### src/rtl/branch_predictor_pkg.sv
// Shared decode constants, BHT counter encodings and init FSM states for branch_predictor.
// The optional return-address stack is enabled with the BPU_RAS_EN macro.
package branch_predictor_pkg;

    localparam logic [6:0] OPCODE_JAL    = 7'b1101111;
    localparam logic [6:0] OPCODE_JALR   = 7'b1100111;
    localparam logic [6:0] OPCODE_B_TYPE = 7'b1100011;

    // Register-field positions inside a 32-bit instruction word.
    localparam int RANGE_RD_HI  = 11;
    localparam int RANGE_RD_LO  = 7;
    localparam int RANGE_RS1_HI = 19;
    localparam int RANGE_RS1_LO = 15;

    localparam logic [4:0] REG_X0 = 5'd0;
    localparam logic [4:0] REG_X1 = 5'd1;
    localparam logic [4:0] REG_X5 = 5'd5;

    localparam logic [1:0] BHT_SNT = 2'b00;
    localparam logic [1:0] BHT_WNT = 2'b01;
    localparam logic [1:0] BHT_WT  = 2'b10;
    localparam logic [1:0] BHT_ST  = 2'b11;

    typedef enum logic [0:0] {
        ST_INIT = 1'b0,
        ST_RUN  = 1'b1
    } bpu_state_e;

endpackage

### src/rtl/branch_predictor_bpu_ras.sv
// Circular return-address stack used by branch_predictor; only built when BPU_RAS_EN is defined.
// A push into a full stack overwrites the oldest entry.
`ifdef BPU_RAS_EN
module bpu_ras #(
    parameter int DEPTH = 4,
    parameter int W     = 32
) (
    input  logic         clk,
    input  logic         rst,
    input  logic         push,
    input  logic         pop,
    input  logic [W-1:0] push_data,
    output logic [W-1:0] top,
    output logic         empty
);

    localparam int PTR_W = (DEPTH > 1) ? $clog2(DEPTH) : 1;
    localparam int CNT_W = $clog2(DEPTH + 1);

    logic [W-1:0]     mem [DEPTH];
    logic [PTR_W-1:0] ptr;
    logic [PTR_W-1:0] ptr_inc;
    logic [PTR_W-1:0] ptr_dec;
    logic [CNT_W-1:0] count;

    // ptr is the next free slot; the top of stack sits one below it.
    assign ptr_inc = (ptr == PTR_W'(DEPTH - 1)) ? '0 : ptr + PTR_W'(1);
    assign ptr_dec = (ptr == '0) ? PTR_W'(DEPTH - 1) : ptr - PTR_W'(1);
    assign top     = mem[ptr_dec];
    assign empty   = (count == '0);

    always_ff @(posedge clk) begin
        if (rst) begin
            ptr   <= '0;
            count <= '0;
        end else if (push) begin
            mem[ptr] <= push_data;
            ptr      <= ptr_inc;
            if (count != CNT_W'(DEPTH)) begin
                count <= count + CNT_W'(1);
            end
        end else if (pop && !empty) begin
            ptr   <= ptr_dec;
            count <= count - CNT_W'(1);
        end
    end

endmodule
`endif

### src/rtl/branch_predictor.sv
// Fetch-stage next-PC generator: 2-bit saturating-counter BHT with an init sweep FSM.
// Define BPU_RAS_EN to add return-address-stack prediction of function returns.
module branch_predictor
    import branch_predictor_pkg::*;
#(
    parameter int PC_SIZE    = 32,
    parameter int INSTR_SIZE = 32,
    parameter int BHT_IDX_W  = 6,
    parameter int RAS_DEPTH  = 4
) (
    input  logic                  clk,
    input  logic                  rst,
    input  logic [INSTR_SIZE-1:0] instr,
    input  logic [PC_SIZE-1:0]    pc,
    input  logic                  ld_stall,
    input  logic                  pc_sel,
    input  logic [PC_SIZE-1:0]    ex_pc,
    input  logic                  ex_br_valid,
    input  logic [PC_SIZE-1:0]    ex_br_pc,
    input  logic                  ex_br_taken,
    output logic [PC_SIZE-1:0]    pc_next,
    output logic                  pred_taken,
    output logic                  init_busy
);

    localparam int BHT_ENTRIES = 1 << BHT_IDX_W;

    logic [1:0]           bht [BHT_ENTRIES];
    bpu_state_e           state;
    bpu_state_e           state_next;
    logic [BHT_IDX_W-1:0] init_ptr;

    logic [6:0]           opcode;
    logic                 is_jal;
    logic                 is_br;
    logic [PC_SIZE-1:0]   j_imm;
    logic [PC_SIZE-1:0]   b_imm;
    logic [PC_SIZE-1:0]   pc_plus4;
    logic [BHT_IDX_W-1:0] lookup_idx;
    logic [BHT_IDX_W-1:0] update_idx;
    logic [1:0]           lookup_ctr;
    logic [1:0]           update_old;
    logic [1:0]           update_new;
    logic                 unused_pc_bits;

    assign opcode   = instr[6:0];
    assign is_jal   = (opcode == OPCODE_JAL);
    assign is_br    = (opcode == OPCODE_B_TYPE);
    assign j_imm    = {{(PC_SIZE-20){instr[31]}}, instr[19:12], instr[20], instr[30:21], 1'b0};
    assign b_imm    = {{(PC_SIZE-12){instr[31]}}, instr[7], instr[30:25], instr[11:8], 1'b0};
    assign pc_plus4 = pc + PC_SIZE'(4);

    assign lookup_idx     = pc[BHT_IDX_W+1:2];
    assign update_idx     = ex_br_pc[BHT_IDX_W+1:2];
    assign lookup_ctr     = bht[lookup_idx];
    assign update_old     = bht[update_idx];
    assign unused_pc_bits = ^{ex_br_pc[PC_SIZE-1:BHT_IDX_W+2], ex_br_pc[1:0]};

`ifdef BPU_RAS_EN
    logic [4:0]         rd;
    logic [4:0]         rs1;
    logic               is_link;
    logic               is_ret;
    logic               ras_push;
    logic               ras_pop;
    logic               ras_empty;
    logic [PC_SIZE-1:0] ras_top;

    assign rd      = instr[RANGE_RD_HI:RANGE_RD_LO];
    assign rs1     = instr[RANGE_RS1_HI:RANGE_RS1_LO];
    assign is_link = (rd == REG_X1) || (rd == REG_X5);
    assign is_ret  = (opcode == OPCODE_JALR) && ((rs1 == REG_X1) || (rs1 == REG_X5))
                     && (rd == REG_X0);

    bpu_ras #(
        .DEPTH (RAS_DEPTH),
        .W     (PC_SIZE)
    ) u_ras (
        .clk       (clk),
        .rst       (rst),
        .push      (ras_push),
        .pop       (ras_pop),
        .push_data (pc_plus4),
        .top       (ras_top),
        .empty     (ras_empty)
    );
`endif

    always_ff @(posedge clk) begin
        if (rst) begin
            state    <= ST_INIT;
            init_ptr <= '0;
        end else begin
            state <= state_next;
            if (state == ST_INIT) begin
                init_ptr <= init_ptr + BHT_IDX_W'(1);
            end
        end
    end

    always_comb begin
        state_next = state;
        case (state)
            ST_INIT: if (init_ptr == '1) state_next = ST_RUN;
            ST_RUN:  state_next = ST_RUN;
            default: state_next = ST_INIT;
        endcase
    end

    assign init_busy = (state == ST_INIT);

    always_comb begin
        update_new = update_old;
        if (ex_br_taken && update_old != BHT_ST) begin
            update_new = update_old + 2'd1;
        end else if (!ex_br_taken && update_old != BHT_SNT) begin
            update_new = update_old - 2'd1;
        end
    end

    // Counter storage carries no reset; the init sweep establishes its contents.
    always_ff @(posedge clk) begin
        if (!rst) begin
            if (init_busy) begin
                bht[init_ptr] <= BHT_WNT;
            end else if (ex_br_valid) begin
                bht[update_idx] <= update_new;
            end
        end
    end

    always_comb begin
        pc_next    = pc_plus4;
        pred_taken = 1'b0;
`ifdef BPU_RAS_EN
        ras_push   = 1'b0;
        ras_pop    = 1'b0;
`endif
        if (pc_sel) begin
            pc_next = ex_pc;
        end else if (init_busy || ld_stall) begin
            pc_next = pc;
        end else if (is_jal) begin
            pc_next    = pc + j_imm;
            pred_taken = 1'b1;
`ifdef BPU_RAS_EN
            ras_push   = is_link;
`endif
        end
`ifdef BPU_RAS_EN
        else if (is_ret && !ras_empty) begin
            pc_next    = ras_top;
            pred_taken = 1'b1;
            ras_pop    = 1'b1;
        end
`endif
        else if (is_br && lookup_ctr[1]) begin
            pc_next    = pc + b_imm;
            pred_taken = 1'b1;
        end
    end

endmodule

### config.mk
export PLATFORM = sky130hd
export DESIGN_NAME = branch_predictor
export DESIGN_NICKNAME = d
export VERILOG_FILES = /design/src/rtl/branch_predictor_pkg.sv /design/src/rtl/branch_predictor_bpu_ras.sv /design/src/rtl/branch_predictor.sv
export SDC_FILE = /design/constraint.sdc
export NUM_CORES = 1
export LEC_CHECK = 0
export ABC_AREA = 1
export CAP_MARGIN = 20
export CORE_MARGIN = 4
export CORE_UTILIZATION = 40
export DETAILED_ROUTE_END_ITERATION = 6
export GPL_TIMING_DRIVEN = 0
export PLACE_DENSITY = 0.65
export SLEW_MARGIN = 40
export SYNTH_ARGS = -nofsm -noshare
export SYNTH_HDL_FRONTEND = slang
export SYNTH_HIERARCHICAL = 1
export SYNTH_SLANG_ARGS = --single-unit
### constraint.sdc
create_clock -name clk -period 4.73 [get_ports clk]
set_clock_uncertainty 0.2 [all_clocks]
set_input_delay 0.946 -clock clk [delete_from_list [all_inputs] [get_ports clk]]
set_output_delay 0.946 -clock clk [all_outputs]
set_load 0.02 [all_outputs]
Word-level counts from Yosys, hierarchy flattened. Memories as Yosys holds them, arrays and structs flattened. Cells that the tools add are included.

RAM bits: 128. Register bits after elaboration: 7. Memories: 1. Bits of input ports: 134. Logic and storage cells: 43. Output and inout bits: 34.

Memory list: bht (words 64, width 2, read ports 2, clocked after memory_dff 0, wr ports 1, RTL line branch_predictor.sv:28) `logic [1:0] bht [BHT_ENTRIES];`.

Eq/ne operators: 4. $add $sub $neg: 6. Multiplexer cells: 22. Bitwise logic cells: 1. Reduce and logical (&&, ||, !) cells: 7.

Operators by type and width (count): 32-bit 2-to-1 mux (4); 32-bit adder (2); 32-bit by 3-bit adder with 32-bit output, second input constant (1); 7-bit == test, second input constant (2); 1-bit 2-to-1 mux (13); 6-bit by 1-bit adder with 6-bit output, second input constant (1); 6-bit == test, second input constant (1); 2-bit 2-to-1 mux (3); 6-bit 2-to-1 mux (1); 1-bit logical AND (3); 2-bit by 1-bit adder with 2-bit output, second input constant (1); 2-bit inequality test, second input constant (1); 1-bit case mux with 2 select lines (1); 2-bit nonzero test (1); 2-bit OR reduction (1); 2-bit by 1-bit subtractor with 2-bit output, second input constant (1); 1-bit logical NOT (1); 1-bit logical OR (1); 1-bit inverter (1).

Longest topological paths before layout.
Depth in word-level cells: 6. Gate-level depth with buffers: 20. Gate-level depth less buffers: 18.

Worst setup path after synthesis. OpenSTA, ideal clock, no wires.

Path type: input port to flip-flop. From: input port ex_br_pc[4]. To: memory bht[0][1] (data pin). Arrival: 4.250 ns. Library setup time: 0.548 ns. Slack: -0.268 ns. Cell stages on the path: 12. Cell sequence: clkbuf_1 -> inv_1 -> clkbuf_1 -> o21ai_0 -> o211ai_1 -> o211ai_1 -> nand2_1 -> inv_1 -> ha_1 -> inv_1 -> a21oi_1 -> a21oi_1.

Word-level cells in the longest chain between the ends: 6. Elaborated cells on any way between the ends: 10. Classes of those cells: add/sub (2); eq/ne (1); mux (3); reduce/logical (3); memory (1).

Ends and longest elaborated chain: start: declaration (RTL line branch_predictor.sv:19) `input logic [PC_SIZE-1:0] ex_br_pc,`; memory 64 x 2 bit *; branches (longest 3 deep; another with 2-bit by 1-bit subtractor with 2-bit output); 2-bit 2-to-1 mux * (RTL line branch_predictor.sv:114) `if (ex_br_taken && update_old != BHT_ST) begin`; 2-bit 2-to-1 mux (no source line) *; end: declaration (RTL line branch_predictor.sv:28).

Every way passes the cells marked *.

Worst setup path in the final report.
From: input port instr[7]. To: output port pc_next[16].

Word-level cells in the longest chain between the ends: 5.

Ends and longest elaborated chain: start: declaration (RTL line branch_predictor.sv:13) `input logic [INSTR_SIZE-1:0] instr,`; 32-bit adder (RTL line branch_predictor.sv:158) `pc_next = pc + b_imm;`; 32-bit 2-to-1 mux (RTL line branch_predictor.sv:157) `else if (is_br && lookup_ctr[1]) begin`; 32-bit 2-to-1 mux (RTL line branch_predictor.sv:143) `end else if (is_jal) begin`; 32-bit 2-to-1 mux (RTL line branch_predictor.sv:141) `end else if (init_busy || ld_stall) begin`; 32-bit 2-to-1 mux (RTL line branch_predictor.sv:139) `if (pc_sel) begin`; end: declaration (RTL line branch_predictor.sv:21) `output logic [PC_SIZE-1:0] pc_next,`.

Every way passes these cells.

==> results.sh <==
export IMPL_timing_final_max_slew_violations=0
export IMPL_post_drt_wl_per_cell_um=21.1
export IMPL_period_minus_slack_ns=4.71
export IMPL_layout_cells_non_filler=2509
export IMPL_insertion_delay_ns=0.43
export IMPL_cts_clk_slew_worst_paths_ns=0.06
export IMPL_comb_power_share_pct=31.1
export IMPL_ctsHoldBuffers=0
export IMPL_number_of_distinct_standard_cells_referenced_by_the_synthesized_netlist=44
export IMPL_syn_cell_area_sq_mm=0.0124
export IMPL_die_area_sq_mm=0.0339
export IMPL_reg_power_share_pct=34.3
export IMPL_starting_density_pct=40.5
export IMPL_post_synth_edffs=128
export IMPL_outcome="completed"
export IMPL_path_depth=14
export IMPL_finalSetupViolCount=0
export IMPL_routed_via_count=14000
export IMPL_antenna_violations_before_repair=0
export IMPL_asyncSetResetFlopFracSynth_pct=0
export IMPL_crit_type="input pin to primary output"
export IMPL_globalplace_congestion=1.03
export IMPL_grt_start_max_net_pins=40
export IMPL_finalHoldWorstSlack_ns=0.286
export IMPL_slowest_delay_ns=0.42
export IMPL_timing_critical_path_to_type="primary output"
export IMPL_place_port_buffers=138
export IMPL_die_w_um=184
export IMPL_globalRouteTotalUtil_pct=30.1
export IMPL_synth_net_count=2108
export IMPL_post_layout_total_power_mw=3.78
export IMPL_grt_pass1_wl_um=78000
export IMPL_total_clock_buffers_created_by_cts=17
export IMPL_number_of_instances_in_the_synthesized_netlist=1925
export IMPL_cts_path_max_buffers=2
export IMPL_htree_levels=4
export IMPL_clock_network_fraction_of_design_power_pct=34.7
export IMPL_timing_final_hold_violations=0
export IMPL_holdCritPathClass="flip-flop to flip-flop"
export IMPL_final_min_period_over_clock_period_pct=99.6
export IMPL_critical_path_cell_chain="clkdlybuf4s50_1, ha_1, nand2_1, inv_1, a21oi_1, o21bai_1, a21oi_1, xor2_1, nand3_1, nand3_1, nand3_1, nand2_1, nand2_1, dlygate4sd2_1"
export IMPL_fillerInstances=3128
export IMPL_overflow=0
export IMPL_path_delay_family="buffers and inverters"
export IMPL_rsz_0062_raised_after_global_routing="yes"
export IMPL_most_common_layout_cells="sky130_fd_sc_hd__nand2_1 (585), sky130_fd_sc_hd__inv_1 (230), sky130_fd_sc_hd__nor2_1 (227)"
export IMPL_worstPathArrival_ns=3.57
export IMPL_design_core_area_sq_mm=0.0306
export IMPL_cts_tree="built"
export IMPL_post_drt_via_cell_ratio=5.60
export IMPL_floorplan_rows=64
export IMPL_timing_hold_worst_path_depth=2
export IMPL_antennaDiodeCount=0
export IMPL_firstDrtPassIters=6
export IMPL_synthFlopType="sky130_fd_sc_hd__edfxtp_1"
export IMPL_p_switching_mw=1.33
export IMPL_layout_commonest_cell="sky130_fd_sc_hd__nand2_1"
export IMPL_power_per_cell_area_mw_per_mm2=241
export IMPL_worst_r2r_path_depth=15
export IMPL_area_growth_pct=26.9
export IMPL_timing_slew_headroom_pct=45.8
export IMPL_startpoint_type="input pin"
export IMPL_critical_path_slowest_cell="sky130_fd_sc_hd__clkdlybuf4s50_1"
export IMPL_detailedPlacementHpwl_um=41400
export IMPL_ctsRootBufferMaster="sky130_fd_sc_hd__clkbuf_16"
export IMPL_placed_cells=2463
export IMPL_cp_required_ns=3.58
export IMPL_floorplan_die_height_um=184
export IMPL_ir_worst_vdd_mv=0.326
export IMPL_final_nets=2283
export IMPL_drv_cap=0
export IMPL_worst_slew_pin_transition_ns=0.813
export IMPL_p_int_mw=2.45
export IMPL_route_antenna_remaining_nets=0
export IMPL_max_clock_freq_mhz=212
export IMPL_drt_total_wl_um=52900
export IMPL_crit_path_max_fanout=4
export IMPL_drt_iter0_drc=1586
export IMPL_cts_sink_count=135
export IMPL_share_of_post_route_cells_with_drive_strength_above_1_pct=12.2
export IMPL_switching_share_of_power_pct=35.1
export IMPL_design_portCount=168
export IMPL_crit_buf_inv=3
export IMPL_first_global_vias=13500
export IMPL_synth_warning_count=6
export IMPL_syn_mean_instance_area_sq_um=6.44
export IMPL_post_route_drc_count=0
export IMPL_synth_ff_latch_count=135
export IMPL_synth_seq_area_share_pct=32.2
export IMPL_p_leak_nw=7.11
## path summary, 6_finish.rpt
path                from           to  slack, ns
max reg2reg   bht[33][0]   bht[51][0]       1.48
min reg2reg  init_ptr[5]  init_ptr[5]       0.29
max             instr[7]  pc_next[16]       0.02
min          init_ptr[5]  init_ptr[5]       0.29
## power by group through the flow
stage	logic (mW)	registers (mW)	clock network, mW
6_report	1.17	1.30	1.31
5_1_grt	1.26	1.30	1.36
4_1_cts	1.10	1.30	1.31
3_5_place_dp	1.04	1.32	0
3_3_place_gp	1.03	1.32	0
2_1_floorplan	0.608	1.32	0
## registers in the layout, summed over array words and instances, names as in the netlist
| name | flops |
|---|---|
| bht | 128 |
| init_ptr | 6 |
| state | 1 |
## final cells by class
type                            count  area (sq um)  share of cell area (%)
Tap cell                          396           495                    3.15
Inverter                          244           920                    5.85
Sequential cell                   135          3980                    25.3
Multi-Input combinational cell   1483          7910                    50.3
Buffer                             63           364                    2.32
Timing Repair Buffer              156          1460                    9.29
Clock buffer                       17           425                    2.71
Clock inverter                     15           156                   0.995
## layer usage
layer	wire length (um)	GRT usage [%]
met3	3600	3.48
met1	19300	34.4
met2	25800	52.9
met4	4210	19.5
met5	0	0
## through the flow
step / setup TNS, ns / cell area, sq um / util, % / setup WS (ns)
floorplan: 0 / 12400 / - / 0.587
global placement: -266.05 / 14300 / 46.7 / -1.99
detailed placement: -54.34 / 14400 / 46.9 / -1.72
CTS: -0.0464 / 15500 / 50.5 / -0.0446
global route: -0.433 / 15700 / 51.4 / -0.138
finish: 0 / 15700 / 51.4 / 0.0167
## worst reg2reg max path: stages, from the launching register on
cell                       delay (ns)
sky130_fd_sc_hd__edfxtp_1        0.37
sky130_fd_sc_hd__o21ai_0         0.19
sky130_fd_sc_hd__o22ai_1         0.10
sky130_fd_sc_hd__nand2_1         0.07
sky130_fd_sc_hd__nand2_1         0.10
sky130_fd_sc_hd__nand2_1         0.10
sky130_fd_sc_hd__o21ai_0         0.10
sky130_fd_sc_hd__o211ai_1        0.30
sky130_fd_sc_hd__nand2_1         0.16
sky130_fd_sc_hd__inv_1           0.09
sky130_fd_sc_hd__ha_1            0.16
sky130_fd_sc_hd__nor2_1          0.06
sky130_fd_sc_hd__nor2_1          0.14
sky130_fd_sc_hd__nand3b_1        0.29
sky130_fd_sc_hd__nand3_4         0.26
sky130_fd_sc_hd__buf_12          0.25
## timing repair
item                                    CTS  global route
pin swaps                                11            10
endpoints found under the hold margin     0             0
gates resized for setup                 229           103
setup buffers                            10             4
gates cloned                              0             1
endpoints found under the setup margin   32            85
## cells in the mapped netlist, types with 7 or more instances
cell                       instances  area [sq um]
sky130_fd_sc_hd__xor2_1           37           324
sky130_fd_sc_hd__inv_1           233           875
sky130_fd_sc_hd__o22ai_1          21           131
sky130_fd_sc_hd__nor4_1            9          56.3
sky130_fd_sc_hd__buf_2            14          70.1
sky130_fd_sc_hd__clkbuf_1         39           146
sky130_fd_sc_hd__a21oi_1         105           526
sky130_fd_sc_hd__o21ai_0         129           646
sky130_fd_sc_hd__nand3_1         163           816
sky130_fd_sc_hd__nand2_1         597          2240
sky130_fd_sc_hd__nor2_1          238           893
sky130_fd_sc_hd__o21bai_1          9          67.6
sky130_fd_sc_hd__ha_1             47           588
sky130_fd_sc_hd__nand4_1          25           156
sky130_fd_sc_hd__o21ai_1          19          95.1
sky130_fd_sc_hd__edfxtp_1        128          3840
sky130_fd_sc_hd__xnor2_1           9          78.8
sky130_fd_sc_hd__nand3b_1          7          52.6
sky130_fd_sc_hd__nor3_1           25           125
sky130_fd_sc_hd__dfxtp_1           7           140
sky130_fd_sc_hd__o211ai_1          9          67.6
## kinds of logic (layout without fill, tap and decap cells)
kind of cell             Yosys count  after routing  share of synthesized area (%)
buffers and inverters            308            495                           10.0
AO/OA/AOI/OAI                    297            297                           12.7
flip-flops                       135            135                           32.2
AND/OR/NAND/NOR                 1090           1091                           36.8
XOR/XNOR                          46             46                           3.25
adder cells (fa/ha/maj)           49             49                           5.07
No activity file was read; power rests on OpenSTA's default activity.
